[config.mk]
export PLATFORM = sky130hd
export DESIGN_NAME = mux5_rr_ctrl
export DESIGN_NICKNAME = d
export VERILOG_FILES = /design/src/rtl/mux5_pkg.sv /design/src/rtl/rr_pick5.sv /design/src/rtl/mux5_rr_ctrl.sv
export SDC_FILE = /design/constraint.sdc
export NUM_CORES = 1
export LEC_CHECK = 0
export CAP_MARGIN = 20
export CORE_MARGIN = 2
export CORE_UTILIZATION = 46
export DETAILED_ROUTE_END_ITERATION = 7
export PLACE_DENSITY = 0.76
export SYNTH_ARGS = -nofsm -noshare
export SYNTH_HDL_FRONTEND = slang
export SYNTH_SLANG_ARGS = --single-unit
[constraint.sdc]
create_clock -name clk -period 3.47 [get_ports clk]
set_clock_uncertainty 0.15 [all_clocks]
set_input_delay 0.347 -clock clk [delete_from_list [all_inputs] [get_ports clk]]
set_output_delay 0.347 -clock clk [all_outputs]
set_load 0.01 [all_outputs]
[src/rtl/mux5_pkg.sv]
// Shared constants, FSM state type and the mod-5 index helper for the
// five-source round-robin controller in front of mux5_8a.
package mux5_pkg;

    localparam int unsigned N_SRC = 5;
    localparam int unsigned SEL_W = 3;
    localparam int unsigned WIDTH = 8;

    typedef enum logic [1:0] {
        ST_IDLE,
        ST_SELECT,
        ST_HOLD
    } state_t;

    // Wraps 4 -> 0 so a source index never reaches the unused codes 5..7.
    function automatic logic [SEL_W-1:0] next_idx(input logic [SEL_W-1:0] idx);
        if (idx >= SEL_W'(N_SRC - 1))
            return '0;
        else
            return idx + SEL_W'(1);
    endfunction

endpackage

[src/rtl/rr_pick5.sv]
// Combinational round-robin picker: the first asserted request at or after
// ptr, searching upward and wrapping modulo 5.
module rr_pick5
    import mux5_pkg::*;
(
    input  logic [N_SRC-1:0] req,
    input  logic [SEL_W-1:0] ptr,
    output logic             any,
    output logic [SEL_W-1:0] grant
);

    logic [SEL_W-1:0] idx;

    always_comb begin
        any   = 1'b0;
        grant = '0;
        // An out-of-range pointer cannot occur; fall back to source 0 if it does.
        idx   = (ptr < SEL_W'(N_SRC)) ? ptr : '0;
        for (int unsigned i = 0; i < N_SRC; i++) begin
            if (!any && req[idx]) begin
                any   = 1'b1;
                grant = idx;
            end
            idx = next_idx(idx);
        end
    end

endmodule

[src/rtl/mux5_rr_ctrl.sv]
// Round-robin controller for mux5_8a: grants one source, drives sel, captures
// the settled mux output and offers it downstream over valid/ready.
module mux5_rr_ctrl #(
    parameter int unsigned WIDTH = mux5_pkg::WIDTH
) (
    input  logic                       clk,
    input  logic                       rst,
    input  logic [mux5_pkg::N_SRC-1:0] req,
    input  logic [WIDTH-1:0]           mux_out,
    output logic [mux5_pkg::SEL_W-1:0] sel,
    output logic [mux5_pkg::N_SRC-1:0] ack,
    output logic [WIDTH-1:0]           out_data,
    output logic [mux5_pkg::SEL_W-1:0] out_src,
    output logic                       out_valid,
    input  logic                       out_ready
);

    import mux5_pkg::*;

    state_t           state;
    state_t           state_nx;
    logic [SEL_W-1:0] ptr;
    logic             any;
    logic [SEL_W-1:0] grant;
    logic             accept;

    rr_pick5 u_pick (
        .req   (req),
        .ptr   (ptr),
        .any   (any),
        .grant (grant)
    );

    assign accept = out_valid && out_ready;

    always_ff @(posedge clk) begin
        if (rst)
            state <= ST_IDLE;
        else
            state <= state_nx;
    end

    always_comb begin
        state_nx = state;
        ack      = '0;
        case (state)
            ST_IDLE: begin
                if (any)
                    state_nx = ST_SELECT;
            end
            ST_SELECT: begin
                ack[sel] = 1'b1;
                state_nx = ST_HOLD;
            end
            ST_HOLD: begin
                if (accept)
                    state_nx = ST_IDLE;
            end
            default: state_nx = ST_IDLE;
        endcase
    end

    // sel moves only on IDLE->SELECT, so mux_out has a full cycle to settle before capture.
    always_ff @(posedge clk) begin
        if (rst) begin
            ptr       <= '0;
            sel       <= '0;
            out_data  <= '0;
            out_src   <= '0;
            out_valid <= 1'b0;
        end else begin
            case (state)
                ST_IDLE: begin
                    if (any)
                        sel <= grant;
                end
                ST_SELECT: begin
                    out_data  <= mux_out;
                    out_src   <= sel;
                    out_valid <= 1'b1;
                end
                ST_HOLD: begin
                    if (accept) begin
                        out_valid <= 1'b0;
                        ptr       <= next_idx(out_src);
                    end
                end
                default: ;
            endcase
        end
    end

endmodule

### After elaboration in Yosys (flattened, before gate mapping)

Index checks and enable logic that the tools add are counted.

* add/subtract/negate cells: 5
* magnitude comparators: 13
* equal/unequal tests: 4
* multiplexer cells: 34
* reductions and logical operators: 16

Operators with widths (count)
* 3-bit 2-to-1 mux: 11
* 3-bit by 4-bit < comparator with 1-bit output, second input constant: 6
* 3-bit by 1-bit adder with 3-bit output, second input constant: 5
* 1-bit binary-select mux with 3-bit select: 5
* 3-bit greater-or-equal comparator, second input constant: 5
* 1-bit 2-to-1 mux: 12
* 2-bit AND reduction: 4
* 1-bit logical AND: 6
* 2-bit case mux with 3 select lines: 1
* 5-bit 2-to-1 mux: 1
* 1-bit zero test: 4
* 2-bit 2-to-1 mux: 2
* 2-bit != test, second input constant: 2
* 1-bit demux with 3-bit select: 1
* 3-bit by 1-bit greater-or-equal comparator with 1-bit output, second input constant: 1
* 3-bit < comparator, second input constant: 1
* 2-bit by 1-bit == test with 1-bit output, second input constant: 1
* 2-bit == test, second input constant: 1
* 2-bit zero test: 1
* 1-bit case mux with 2 select lines: 1
* 2-bit nonzero test: 1

* bits in registers: 20

### Longest topological paths before layout

Gate-level depths: netlist of run 1.

* depth after elaboration: 19
* mapped depth: 16
* mapped depth without buffers: 14

### By module

Synthesis of run 1 repeated with hierarchy kept, for this count alone.

* cells, all modules: 203
* area, all modules: 1602.8 um^2

Modules (own cells, without submodules)
* mux5_rr_ctrl: instances 1, cells an instance 94, area each 809.5 um^2, seq. area each 400.4 um^2
* rr_pick5: instances 1, cells an instance 109, area each 793.3 um^2, seq. area each 0.0 um^2

### Worst setup path before layout of run 1

OpenSTA, ideal clock, no wires.

* path kind: register -> register
* start: reg ptr[2]
* end: reg sel[2] (netlist bit)
* setup time: 0.119 ns
* arrival time: 3.065 ns
* slack: 0.136 ns
* cell stages (with the launch flop): 16
* path buffers: 2
* clock period less this slack: 3.334 ns
* path through: dfxtp_1 > buf_4 > nor2b_1 > ha_1 > buf_2 > o21bai_1 > o21ai_2 > inv_1 > ha_1 > or2_2 > a311o_1 > a22oi_1 > a211oi_1 > a41oi_1 > nor4_1 > o221a_1

* word-level cells in the longest chain between the ends: 18
* elaborated cells on any way between the ends: 43
* classes of those cells: 4 x add/sub; 5 x order compare; 25 x mux; 9 x reduce/logical

Ends and longest elaborated chain
* start: declaration: RTL line mux5_rr_ctrl.sv:22 `logic [SEL_W-1:0] ptr;`
* start signal: assignment: RTL line mux5_rr_ctrl.sv:85 `ptr <= next_idx(out_src);`
* 3-bit < comparator: RTL line rr_pick5.sv:18 `idx = (ptr < SEL_W'(N_SRC)) ? ptr : '0;`
* 3-bit 2-to-1 mux *: RTL line rr_pick5.sv:18
* branches (longest 16 deep; another with 3-bit by 1-bit adder with 3-bit output)
* end signal: assignment: RTL line mux5_rr_ctrl.sv:75 `sel <= grant;`
* end: declaration: RTL line mux5_rr_ctrl.sv:10 `output logic [mux5_pkg::SEL_W-1:0] sel,`

Mark *: on every way between the ends. The select of a mux whose other input is x is not followed.
A chain may end at the register's enable or synchronous reset.

### Worst setup path after layout of run 1

Ends and elaborated chain as after synthesis.

==> results_dict.tcl, run 1 <==
set metrics [dict create \
    grt_usage_pct 22.7 \
    synthCells 229 \
    rows 21 \
    cp_data_required_time_ps 3520 \
    slowest_delay_ps 400 \
    drt_iter0_drc 163 \
    place_hpwl_mm 3.49 \
    cts_buffers 3 \
    final_nets 287 \
    grt_pass1_wl_mm 7.61 \
    clock-sinks 20 \
    synth_sequential_area_ratio_pct 23.7 \
    critPathCaptureType "flop" \
    setup_viol 0 \
    antenna_found_initial 0 \
    place_area_um2 2110 \
    crit_fanout 6 \
    leakagePower_nw 0.789 \
    final_cell_mix "clkdlybuf4s50_1 (35), nand2_1 (32), a21oi_1 (24)" \
    cp_slowest_cell "dfxtp_1" \
    ys_top_cells_by_area "dfxtp_1 (24%), a21oi_1 (7.1%), nand2_1 (7.1%)" \
    dp_slack_ps 127 \
    hold_class "flop to flop" \
    crit_buf_inv 2 \
    vias_per_cell 6.04 \
    core_um2 3420 \
    postCtsHoldBufs 0 \
    yosysTopAreaCell "dfxtp_1" \
    vias 1883 \
    status "completed" \
    finalCritPeriodShare_pct 95.3 \
    syn_to_final_growth_pct 29.6 \
    period_minus_slack_ps 3310 \
    report.final.hold_viol_count 0 \
    ys_warn_count 0 \
    arrival_ps 3360 \
    synth_top_area_share_pct 23.7 \
    firstDrtPassIters 5 \
    grt_overflow 0 \
    cts-root-buf "clkbuf_4" \
    diodes 0 \
    fin_ws_ps 164 \
    die_y_um 64.6 \
    yosysUniqueCellTypes 58 \
    synth_nets 249 \
    drc_errors 0 \
    die_area_um2 4170 \
    pin_count 36 \
    layout_commonest_cell "clkdlybuf4s50_1" \
    fmax_mhz 303 \
    io_buffers 35 \
    cap_violations 0 \
    avgSynthCellArea_um2 7.37 \
    crit_top_cell "ha_1" \
    cp-start-kind "flop" \
    fp.dieW_um 64.6 \
    routabilityCongestion 1.01 \
    clk_pin_slew_ps 130 \
    wire_per_inst_um 15.0 \
    worst_pin_slew_ps 559 \
    final_area_um2 2190 \
    syn-cell-area_um2 1690 \
    synth_ff_type "dfxtp_1" \
    async_reset_ff_share_pct 0 \
    clock_path_buffers 2 \
    path_delay_family "compound AO/OA/AOI/OAI gates" \
    grt_pass1_vias 1636 \
    final_util_pct 64.0 \
    cts_tree "done" \
    slew_violations 0 \
    drt-total-wl_mm 4.67 \
    detail-route-antenna-nets 0 \
    grt_max_degree 19 \
    critical_path_class "flop to flop" \
    htreeDepth 1 \
    peakVddDrop_mv 0.289 \
    p_per_area_nw_per_um2 300 \
    start_util_pct 49.4 \
    drive_gt1_share_pct 12.8 \
    fin_tns_setup_ps 0 \
    synth_seq_cells 20 \
    synth_edf_count 0 \
    crit_chain "nand2b_2 -> inv_2 -> ha_1 -> o21bai_1 -> o21ai_2 -> inv_1 -> ha_1 -> or2_2 -> a311o_1 -> a22oi_2 -> a211oi_2 -> a41oi_1 -> nor4_1 -> o221a_1" \
    relSlewSlack_pct 62.7 \
    clock_latency_ps 310 \
]
[layer usage]
layer	wire length [µm]	track usage (%)	part of all wire, %	vias up
met1	2140	31.9	46	867
met4	62	6.65	1.3	0
met5	0	0	0	-
met2	2120	35.5	45	76
met3	343	3.99	7.4	12
li1	-	-	-	928
[area by class of cell]
class	instances	area (µm²)
clock inverter	1	30.0
tap	46	57.6
multi-input combinational	181	1180
sequential	20	400
inverter	13	48.8
fill	329	1230
clock buffer	3	22.5
timing repair buffer	48	448
[worst paths after layout]
kind,slack [ps],depth (start not counted),start,to
worst max register to register,160,14,ptr[2]$_SDFFE_PP0P_,sel[2]$_SDFFE_PP0P_
worst min-delay path,310,2,out_data[0]$_SDFFE_PP0P_,out_data[0]$_SDFFE_PP0P_
worst max-delay path,160,14,ptr[2]$_SDFFE_PP0P_,sel[2]$_SDFFE_PP0P_
worst min register to register,310,2,out_data[0]$_SDFFE_PP0P_,out_data[0]$_SDFFE_PP0P_
[cell families after synthesis]
group / synth area share [%]
compound gates: 32.3
fa+ha+maj: 2.97
buf+inv: 7.12
flops: 23.7
mux: 3.19
simple gates: 30.6
[report_power, final]
group          internal (W)  switching [W]
registers          0.000248      0.0000176
logic             0.0000947      0.0000997
clock network      0.000117      0.0000783
total              0.000459       0.000196
[cells in the mapped netlist, types with 3 or more instances]
master    number
a211o_1        3
a211oi_1       3
a21oi_1       24
buf_2          6
clkbuf_1       5
dfxtp_1       20
ha_1           4
inv_1         12
mux2_2         3
nand2_1       32
nand3_1        5
nor2_1        17
nor2b_1       10
nor3_1         6
nor4_1        10
o21ai_0        7
o21bai_1       3
o22ai_1        4
[timing repair]
action / 4_1_cts / 5_1_grt
setup endpoints to repair: 0 / 1
resized for setup: 0 / 3
setup buffers: 0 / 1
[worst reg2reg max path, stage by stage (launching register included)]
cell	delay, ps
dfxtp_1	400
nand2b_2	180
inv_2	50
ha_1	210
o21bai_1	210
o21ai_2	200
inv_1	60
ha_1	240
or2_2	300
a311o_1	330
a22oi_2	220
a211oi_2	90
a41oi_1	220
nor4_1	70
o221a_1	270
[through the flow]
step	hold slack, ps	instances	total power (W)
detailed placement	296	307	0.000462
CTS	313	311	0.000659
finish	310	312	0.000655
global placement	291	307	0.000461
floorplan	331	229	0.000377
global route	333	312	0.000687
[state kept, by name, summed over array words and instances, names as in the netlist]
| name | cells |
|---|---|
| out_data | 8 |
| out_src | 3 |
| out_valid | 1 |
| ptr | 3 |
| sel | 3 |
| state | 2 |
Power figures use the tool's default switching activity.
==> inputs of run 2 (changes only) <==
--- a/config.mk
+++ b/config.mk
@@ -6,7 +6,7 @@
 export NUM_CORES = 1
 export LEC_CHECK = 0
 export CAP_MARGIN = 20
-export CORE_MARGIN = 2
+export CORE_MARGIN = 1.5
 export CORE_UTILIZATION = 46
 export DETAILED_ROUTE_END_ITERATION = 7
 export PLACE_DENSITY = 0.76
==> run 2 against run 1 <==
Net effect:
- design area up 1.0%
- die area down 3.1%
- via count down 0.27%
- register-to-register slack better by 30 ps
- largest power group unchanged
- final cell count up 0.32%
- sequential share of layout area down 0.13 points
- count of clock-buffer cells in the layout unchanged
- clock power about the same
- non-clock buffer count up 1
- worst hold slack better by 2.3 ps
- core utilization up 0.66 points
- global-route usage up 1.3 points
==> results_dict.tcl, run 2 (same netlist as run 1, synthesis figures left out) <==
set metrics [dict create \
    layout_commonest_cell "clkdlybuf4s50_1" \
    setup_viol 0 \
    r2r_cells 14 \
    final_nets 288 \
    rsz0062_at_grt "false" \
    r2r-end "sel[2]$_SDFFE_PP0P_" \
    clock_latency_ps 310 \
    comb_power_share_pct 29.7 \
    cts_tree "done" \
    dp_slack_ps 99.7 \
    largest-register "out_data" \
    fin_ws_ps 190 \
    fin_tns_setup_ps 0 \
    p_per_area_nw_per_um2 297 \
    p_int_w 0.000460 \
    drc_errors 0 \
    clock_power_share_pct 29.9 \
    start_util_pct 49.4 \
    critPathCaptureType "flop" \
    arrival_ps 3340 \
    firstDrtPassIters 5 \
    clk_pin_slew_ps 130 \
    die_y_um 63.6 \
    final_cell_mix "clkdlybuf4s50_1 (35), nand2_1 (32), a21oi_1 (24)" \
    drt-total-wl_mm 4.71 \
    hold_class "flop to flop" \
    peakVddDrop_mv 0.391 \
    clock-sinks 20 \
    swShare_pct 29.9 \
    holdPathStages 2 \
    place_hpwl_mm 3.49 \
    grt_pass1_wl_mm 7.82 \
    hp-start "out_data[0]$_SDFFE_PP0P_" \
    cts-root-buf "clkbuf_4" \
    status "completed" \
    routabilityCongestion 0.963 \
    htreeDepth 1 \
    period_minus_slack_ps 3280 \
    rows 21 \
    grt_max_degree 23 \
    pwr-share-seq_pct 40.3 \
    drive_gt1_share_pct 14.6 \
    vias 1878 \
    syn_to_final_growth_pct 30.9 \
    fp.dieW_um 63.6 \
    critical_path_class "flop to flop" \
    leakagePower_nw 0.792 \
    vias_per_cell 6.00 \
    min_to "out_data[0]$_SDFFE_PP0P_" \
    core_um2 3420 \
    crit_chain "nand2b_2 -> inv_2 -> ha_1 -> o21bai_1 -> o21ai_2 -> inv_1 -> ha_2 -> or2_2 -> a311o_1 -> a22oi_2 -> a211oi_2 -> a41oi_2 -> nor4_2 -> o221a_1" \
    antenna_found_initial 0 \
    diodes 0 \
    cap_violations 0 \
    die_area_um2 4040 \
    drt_iter0_drc 163 \
    multi_input_area_um2 1190 \
    r2r_start "ptr[2]$_SDFFE_PP0P_" \
    wire_per_inst_um 15.1 \
    slowest_delay_ps 370 \
    seqCellArea_um2 402 \
    slew_violations 0 \
    largest_reg_flops 8 \
    postCtsHoldBufs 0 \
    cp-start-kind "flop" \
    fmax_mhz 305 \
    finalCritPeriodShare_pct 94.5 \
    switchingPower_w 0.000196 \
    pin_count 36 \
    cp_slowest_cell "dfxtp_2" \
    detail-route-antenna-nets 0 \
    crit_fanout 6 \
    grt_overflow 0 \
    relSlewSlack_pct 62.8 \
    fill_cells 322 \
    grt_usage_pct 24.0 \
    report.final.hold_viol_count 0 \
    cts_buffers 3 \
    worst_pin_slew_ps 557 \
    io_buffers 35 \
    cp_data_required_time_ps 3530 \
    grt_pass1_vias 1651 \
    r2r_slack_ps 190 \
    clock_path_buffers 2 \
]
-- run 2: area by class of cell --
type / instances / area share [%]
Clock inverter: 1 / 1.36
Clock buffer: 3 / 1.02
Inverter: 13 / 2.21
Timing Repair Buffer: 49 / 20.6
Sequential cell: 20 / 18.2
Tap cell: 46 / 2.61
Multi-Input combinational cell: 181 / 54.0
-- run 2: stage by stage --
step / hold WS, ps / std cells / area [µm²] / power (W) / utilization, %
after floorplan: 331 / 229 / 1690 / 0.000377 / -
after detailed placement: 296 / 307 / 2110 / 0.000460 / 61.9
after global routing: 325 / 313 / 2210 / 0.000697 / 64.7
final: 313 / 313 / 2210 / 0.000656 / 64.7
after CTS: 313 / 311 / 2170 / 0.000654 / 63.4
after global placement: 291 / 307 / 2110 / 0.000460 / 61.9
-- run 2: what timing repair did --
item                       CTS  global route
resized for setup            0             7
buffers inserted             0             2
setup endpoints to repair    0             3
-- run 2: worst max path at each step --
stage | start | end | slack (ps)
floorplan | ptr[2]$_SDFFE_PP0P_ | sel[2]$_SDFFE_PP0P_ | 140
global placement | ptr[2]$_SDFFE_PP0P_ | sel[2]$_SDFFE_PP0P_ | 200
detailed placement | ptr[2]$_SDFFE_PP0P_ | sel[2]$_SDFFE_PP0P_ | 100
CTS | ptr[2]$_SDFFE_PP0P_ | sel[2]$_SDFFE_PP0P_ | 80
global route | ptr[2]$_SDFFE_PP0P_ | sel[2]$_SDFFE_PP0P_ | 9
finish | ptr[2]$_SDFFE_PP0P_ | sel[2]$_SDFFE_PP0P_ | 190
-- run 2: critical path, delay by kind of cell, from the launching register on --
family | cells | cell delay (ps)
flip-flops | 1 | 370
buffers and inverters | 2 | 120
adder cells (fa/ha/maj) | 2 | 430
AND/OR/NAND/NOR | 3 | 510
AO/OA/AOI/OAI | 7 | 1600
-- run 2: power groups by stage --
stage                     Clock, W  Sequential, W  Combinational [W]
after floorplan                  0       0.000273           0.000104
after global placement           0       0.000270           0.000190
after detailed placement         0       0.000270           0.000190
after CTS                 0.000199       0.000265           0.000191
after global routing      0.000217       0.000268           0.000212
final                     0.000196       0.000265           0.000195
-- run 2: per-layer routing --
layer	global-route usage [%]	vias up	part of all wire (%)
met4	8.70	0	1.3
li1	-	926	-
met2	33.9	93	43
met1	34.4	851	46
met5	0	-	0
met3	6.61	8	9.8
